**config.mk**
```make
export PLATFORM = sky130hd
export DESIGN_NAME = div_unit
export DESIGN_NICKNAME = d
export VERILOG_FILES = /design/src/rtl/div_unit.sv
export SDC_FILE = /design/constraint.sdc
export NUM_CORES = 1
export LEC_CHECK = 0
export CAP_MARGIN = 20
export CORE_ASPECT_RATIO = 2
export CORE_MARGIN = 5
export CORE_UTILIZATION = 55
export DETAILED_ROUTE_END_ITERATION = 8
export GPL_TIMING_DRIVEN = 1
export PLACE_DENSITY_LB_ADDON = 0.2
export SLEW_MARGIN = 10
export SYNTH_ARGS = -nofsm -noshare
export SYNTH_HDL_FRONTEND = slang
export SYNTH_SLANG_ARGS = --single-unit
```
**constraint.sdc**
```tcl
create_clock -name clk -period 6.45 [get_ports clk]
set_input_delay 0.9675 -clock clk [delete_from_list [all_inputs] [get_ports clk]]
set_output_delay 0.9675 -clock clk [all_outputs]
set_load 0.005 [all_outputs]
```
**src/rtl/div_unit.sv**
```systemverilog
// Multi-cycle radix-2 restoring divider for the EX stage; returns {remainder, quotient}.
// Optional macro DIV_BYZERO_EN: a zero divisor short-cuts to a zero result in two cycles.
module div_unit #(
    parameter int unsigned DATA_W = 32,
    parameter int unsigned CNT_W  = 6
) (
    input  logic                  clk,
    input  logic                  rst,
    input  logic                  signed_div_i,
    input  logic [DATA_W-1:0]     opdata1_i,
    input  logic [DATA_W-1:0]     opdata2_i,
    input  logic                  start_i,
    input  logic                  annul_i,
    output logic [2*DATA_W-1:0]   result_o,
    output logic                  ready_o
);

    typedef enum logic [1:0] {
        S_FREE   = 2'd0,
        S_BYZERO = 2'd1,
        S_ON     = 2'd2,
        S_END    = 2'd3
    } state_e;

    state_e                state_q, state_d;
    logic [CNT_W-1:0]      cnt_q, cnt_d;
    logic [DATA_W-1:0]     rem_q, rem_d;
    logic [DATA_W-1:0]     quo_q, quo_d;
    logic [DATA_W-1:0]     dvsr_q, dvsr_d;
    logic                  neg_quo_q, neg_quo_d;
    logic                  neg_rem_q, neg_rem_d;
    logic [2*DATA_W-1:0]   result_q, result_d;
    logic                  ready_q, ready_d;

    logic [DATA_W:0]       rem_shl;
    logic [DATA_W:0]       diff;
    logic [DATA_W-1:0]     quo_fix;
    logic [DATA_W-1:0]     rem_fix;
    logic                  div_zero;
    logic                  a_neg;
    logic                  b_neg;

    // Next-state, datapath and output logic
    always_comb begin
        state_d   = state_q;
        cnt_d     = cnt_q;
        rem_d     = rem_q;
        quo_d     = quo_q;
        dvsr_d    = dvsr_q;
        neg_quo_d = neg_quo_q;
        neg_rem_d = neg_rem_q;
        result_d  = result_q;
        ready_d   = ready_q;

        rem_shl  = {rem_q, quo_q[DATA_W-1]};
        diff     = rem_shl - {1'b0, dvsr_q};
        quo_fix  = neg_quo_q ? -quo_q : quo_q;
        rem_fix  = neg_rem_q ? -rem_q : rem_q;
        div_zero = (opdata2_i == '0);
        a_neg    = signed_div_i & opdata1_i[DATA_W-1];
        b_neg    = signed_div_i & opdata2_i[DATA_W-1];

        unique case (state_q)
            S_FREE: begin
                result_d = '0;
                ready_d  = 1'b0;
                if (start_i && !annul_i) begin
`ifdef DIV_BYZERO_EN
                    if (div_zero) begin
                        state_d = S_BYZERO;
                    end else begin
                        state_d = S_ON;
                    end
`else
                    state_d = S_ON;
`endif
                    // Magnitudes only; signs are restored after the last iteration
                    quo_d     = a_neg ? -opdata1_i : opdata1_i;
                    dvsr_d    = b_neg ? -opdata2_i : opdata2_i;
                    rem_d     = '0;
                    cnt_d     = '0;
                    neg_quo_d = a_neg ^ b_neg;
                    neg_rem_d = a_neg;
                end
            end
            S_BYZERO: begin
                rem_d     = '0;
                quo_d     = '0;
                neg_quo_d = 1'b0;
                neg_rem_d = 1'b0;
                state_d   = S_END;
            end
            S_ON: begin
                if (annul_i) begin
                    state_d = S_FREE;
                end else begin
                    if (!diff[DATA_W]) begin
                        rem_d = diff[DATA_W-1:0];
                    end else begin
                        rem_d = rem_shl[DATA_W-1:0];
                    end
                    quo_d = {quo_q[DATA_W-2:0], ~diff[DATA_W]};
                    cnt_d = cnt_q + CNT_W'(1);
                    if (cnt_q == CNT_W'(DATA_W - 1)) begin
                        state_d = S_END;
                    end
                end
            end
            S_END: begin
                // First END cycle always pulses ready, even if start already dropped
                if (!ready_q) begin
                    ready_d  = 1'b1;
                    result_d = {rem_fix, quo_fix};
                end else if (!start_i) begin
                    ready_d  = 1'b0;
                    result_d = '0;
                    state_d  = S_FREE;
                end
            end
            default: begin
                state_d = S_FREE;
            end
        endcase
    end

    always_ff @(posedge clk or posedge rst) begin
        if (rst) begin
            state_q   <= S_FREE;
            cnt_q     <= '0;
            rem_q     <= '0;
            quo_q     <= '0;
            dvsr_q    <= '0;
            neg_quo_q <= 1'b0;
            neg_rem_q <= 1'b0;
            result_q  <= '0;
            ready_q   <= 1'b0;
        end else begin
            state_q   <= state_d;
            cnt_q     <= cnt_d;
            rem_q     <= rem_d;
            quo_q     <= quo_d;
            dvsr_q    <= dvsr_d;
            neg_quo_q <= neg_quo_d;
            neg_rem_q <= neg_rem_d;
            result_q  <= result_d;
            ready_q   <= ready_d;
        end
    end

    assign result_o = result_q;
    assign ready_o  = ready_q;

endmodule

```
; Word-level counts from Yosys, hierarchy flattened
; Index checks and enable logic that the tools add are counted.
[word_totals]
out_inout_bits = 65
in_bits = 69
ff_bits = 171
elab_cells = 72
[classes]
mux = 30
reduce_logical = 13
eq_ne = 10
addsub = 6
bitwise_logic = 4
[ops]
columns = op, count
row1 = two-way mux 32 bit, 9
row2 = case mux 32 bit (3 select lines), 2
row3 = two-way mux 64 bit, 2
row4 = negation 32 bit, 4
row5 = case mux 64 bit (2 select lines), 1
row6 = subtractor 33 x 32 -> 33 bit, 1
row7 = two-way mux 6 bit, 2
row8 = case mux 6 bit (2 select lines), 1
row9 = two-way mux 2 bit, 5
row10 = "inequality test 2 bit, second input constant", 4
row11 = case mux 2 bit (4 select lines), 1
row12 = "adder 6 x 1 -> 6 bit, second input constant", 1
row13 = "equality test 6 x 5 -> 1 bit, second input constant", 1
row14 = "inequality test 3 bit, second input constant", 2
row15 = case mux 1 bit (2 select lines), 3
row16 = AND reduction 2 bit, 3
row17 = AND reduction 3 bit, 2
row18 = nonzero test 2 bit, 3
row19 = "equality test 2 bit, second input constant", 2
row20 = two-way mux 1 bit, 4
row21 = AND reduction 4 bit, 1
row22 = nonzero test 3 bit, 1
row23 = bitwise AND 1 bit, 2
row24 = "equality test 2 x 1 -> 1 bit, second input constant", 1
row25 = 5 further kinds, 5

; Depth between registers and ports, before layout
[depth]
word_depth = 4
mapped_depth = 14
mapped_depth_nobuf = 12

; Least setup slack after synthesis
; No wires, ideal clock.
[synth_path]
path_type = input -> register
startpoint = in opdata1_i[0]
endpoint = reg quo_q[30]
path_buffers = 0
path_stages = 11
t_required_ps = 6325
setup_ps = 125
t_arrival_ps = 3312
slack_ps = 3013
cell_sequence = inv_1 ha_1 or3b_2 or4_1 nor3_2 a31oi_1 a21oi_1 nand2_1 xnor2_1 o21ai_1 mux2_2
[synth_between]
elab_chain_len = 4
[synth_rtl]
columns = item, line_no
row1 = "start, declared", 10  ; input logic [DATA_W-1:0] opdata1_i,
row2 = negation 32 bit, 78  ; quo_d = a_neg ? -opdata1_i : opdata1_i;
row3 = two-way mux 32 bit, 78
row4 = two-way mux 32 bit, 67  ; if (start_i && !annul_i) begin
row5 = case mux 32 bit (3 select lines), 63  ; unique case (state_q)
row6 = "end signal, assigned", 141  ; quo_q <= quo_d;
row7 = "end, declared", 28  ; logic [DATA_W-1:0] quo_q, quo_d;
; Every way passes these cells. The select of a mux whose other input is x is not followed.
; A chain may end at the register's enable or synchronous reset.

; Worst setup path after layout
; Ends and elaborated chain as after synthesis.

==> summary.txt <==
CTS tree: done
Final WL: 28100 um
Status: finished, final reports clean
H-Tree Depth: 4
DRC viols: 0
Register area share after synthesis: 38.1%
DIE AREA: 0.0236 mm^2
Pleak: 5.68 nW
Cells after Synth: 1315
Normalized max-slew margin: 29.1%
Clock latency on the worst-skew pair: 440 ps
Most used flip-flop cell after synthesis: dfrtp_1
Layout fillers: 1706
Hold Path Cell Cnt: 2
Site row count: 74
HPWL after DPL: 21300 um
Syn-to-layout area delta: 18.8%
Net count after synthesis: 1426
Initial Util: 55.4%
Hold WC Path Type: flip-flop to flip-flop
CP Launch Type: primary input
Clk root buf: clkbuf_16
Place WS: 2060 ps
Hold Buf Count CTS: 0
Clock Skew: 11.0 ps
Setup tns final: 0 ps
Hold endpoint: dvsr_q[10]
Most frequent cells in the layout: nand2_1 (220), o21ai_0 (192), dfrtp_1 (171)
First-pass GRT wire length: 47200 um
Mapped Area: 0.0112 mm^2
Drt wl/cell: 16.7 um
Initial antenna violation count: 0
CP Class: primary input to flip-flop
Synth cell types: 70
Crit-path max FO: 5
Synthesized area per cell: 8.54 um^2
Min-delay src: dvsr_q[10]
Total number of vias: 9773
Final hold vios: 0
Post-CTS Resized: 0
Post-synth EDFFs: 0
Synth area leaders: dfrtp_1 (38%), o21ai_0 (8.6%), nand2_1 (7.3%)
Pwr/cell area: 363 mW/mm^2
Total gr overflow: 0
Final setup fails: 0
R2R Setup Slk: 2800 ps
Ys async rst share: 100%
Clock sinks: 171
Core footprint: 0.0203 mm^2
Max Cap Viol: 0
Util after Layout: 65.8%
Achievable Freq: 250 MHz
Antenna diodes: 0
Worst setup margin: 2450 ps
I/O pin count: 134
Commonest non-fill, non-tap cell in the layout: nand2_1
Flops & latches, synth: 171
Vias in the first global route: 9881
Vias per cell: 5.81
Layout Nets: 1515
Number of post-CTS setup repair buffers: 0
Least-Margin Pin Slew: 1060 ps
Crit path required time: 6770 ps
Area leader, netlist: dfrtp_1
Share of cells above drive strength 1: 4.73%
Number of I/O port buffers: 133
Drt pass-1 iters: 5
R2r startpoint: rem_q[16]
Worst path arrival time: 4320 ps
Reg-to-reg endpoint: rem_q[9]
Placed Cells: 1649
Gr usage total: 24.3%
Multi-input logic area: 0.00652 mm^2
Max VDD drop: 241 uV
Chip width: 111 um
Clock transition at path regs: 60 ps
Largest net degree at the start of global routing: 67
Detail Route Antenna Nets: 0
Final std cells w/o fill: 1682
Die Ht: 212 um
DR iter-0 viols: 630
Share of the synthesized area in the top cell type: 38.1%
Yosys warning total: 0
Seq. cell area: 0.00428 mm^2
Worst r2r path cells: 11
Number of slew-limit violations in the final report: 0
TritonCTS buffer count: 17
Tcrit/Tclk final: 62.0%
RePlAce Congestion: 0.892
RSZ-0062 raised after global routing: no
Period minus WS final: 4000 ps
Maximum clock insertion buffer count: 2
Critical path endpoint category: flip-flop
synth_stat cells (14+ instances only):
library cell  number
dfrtp_1          171
nand2_1          220
nor2_1            45
o31ai_1           27
xnor2_1           61
nand3_1           28
xor2_1            86
ha_1              41
a21oi_1           57
nand2b_1          15
o311ai_0          19
o41ai_1           15
clkbuf_1          66
o21ai_0          192
or3_1             15
inv_1             50
a22oi_1           24
nor3_1            14
routing by layer:
metal | track usage, % | vias to the layer above | routed length [um]
met5 | 0 | - | 0
met4 | 10.3 | 0 | 861
met3 | 3.70 | 54 | 1020
met2 | 47.7 | 245 | 15900
met1 | 25.4 | 4634 | 10300
li1 | - | 4840 | -
per-stage QoR:
stage	instance area, um^2	hold slack (ps)	power [mW]
finish	13300	475	4.85
global route	13300	496	5.24
CTS	13300	483	4.85
detailed placement	12700	469	3.82
global placement	12700	460	3.74
floorplan	11200	450	3.11
final cells by class:
cell class                 instances  share of cell area [%]
clock buffer                      25                    3.71
clock inverter                     6                   0.647
inverter                          51                    1.47
multi-input combinational       1020                    48.9
sequential                       171                    32.1
tap                              266                    2.49
timing repair buffer             143                    10.7
how the worst max path moves through the flow:
stage,startpoint,endpoint,slack [ps],depth (start not counted)
3_3_place_gp,opdata1_i[0],quo_q[30],2190,12
3_5_place_dp,opdata1_i[0],quo_q[30],2060,12
2_1_floorplan,rst,cnt_q[0],850,1
4_1_cts,opdata1_i[0],quo_q[30],2510,12
6_report,opdata1_i[0],quo_q[30],2450,12
5_1_grt,opdata1_i[0],quo_q[28],2220,12
registers in the layout, indices dropped and copies added (netlist names), 2 cells and up:
signal	count
quo_q	32
result_o	64
state_q	2
cnt_q	6
rem_q	32
dvsr_q	32
logic make-up (layout without fill, tap and decap cells):
group           after synthesis  in the layout  share of synthesized area (%)
fa+ha+maj                    42             42                           4.74
mux                          15             15                           1.36
flops                       171            171                           38.1
compound gates              406            406                           22.7
buf+inv                     124            225                           4.18
simple gates                410            410                           17.5
xor+xnor                    147            147                           11.5
report_power, final:
| part | switching, mW | internal (mW) | leakage, nW |
|---|---|---|---|
| combinational | 1.26 | 0.905 | 3.11 |
| clock | 0.417 | 0.609 | 0.283 |
| sequential | 0.279 | 1.37 | 2.28 |
| total | 1.96 | 2.89 | 5.68 |
worst max-delay path: stages:
cell,delay (ps)
clkdlybuf4s50_1,470
inv_1,90
ha_1,180
or3b_2,490
or4_1,530
nor3_2,370
a31oi_1,270
a21oi_1,320
nand2_1,130
xnor2_1,170
o21ai_1,70
mux2_2,270
Note: power is estimated with default switching activity, not from simulation.
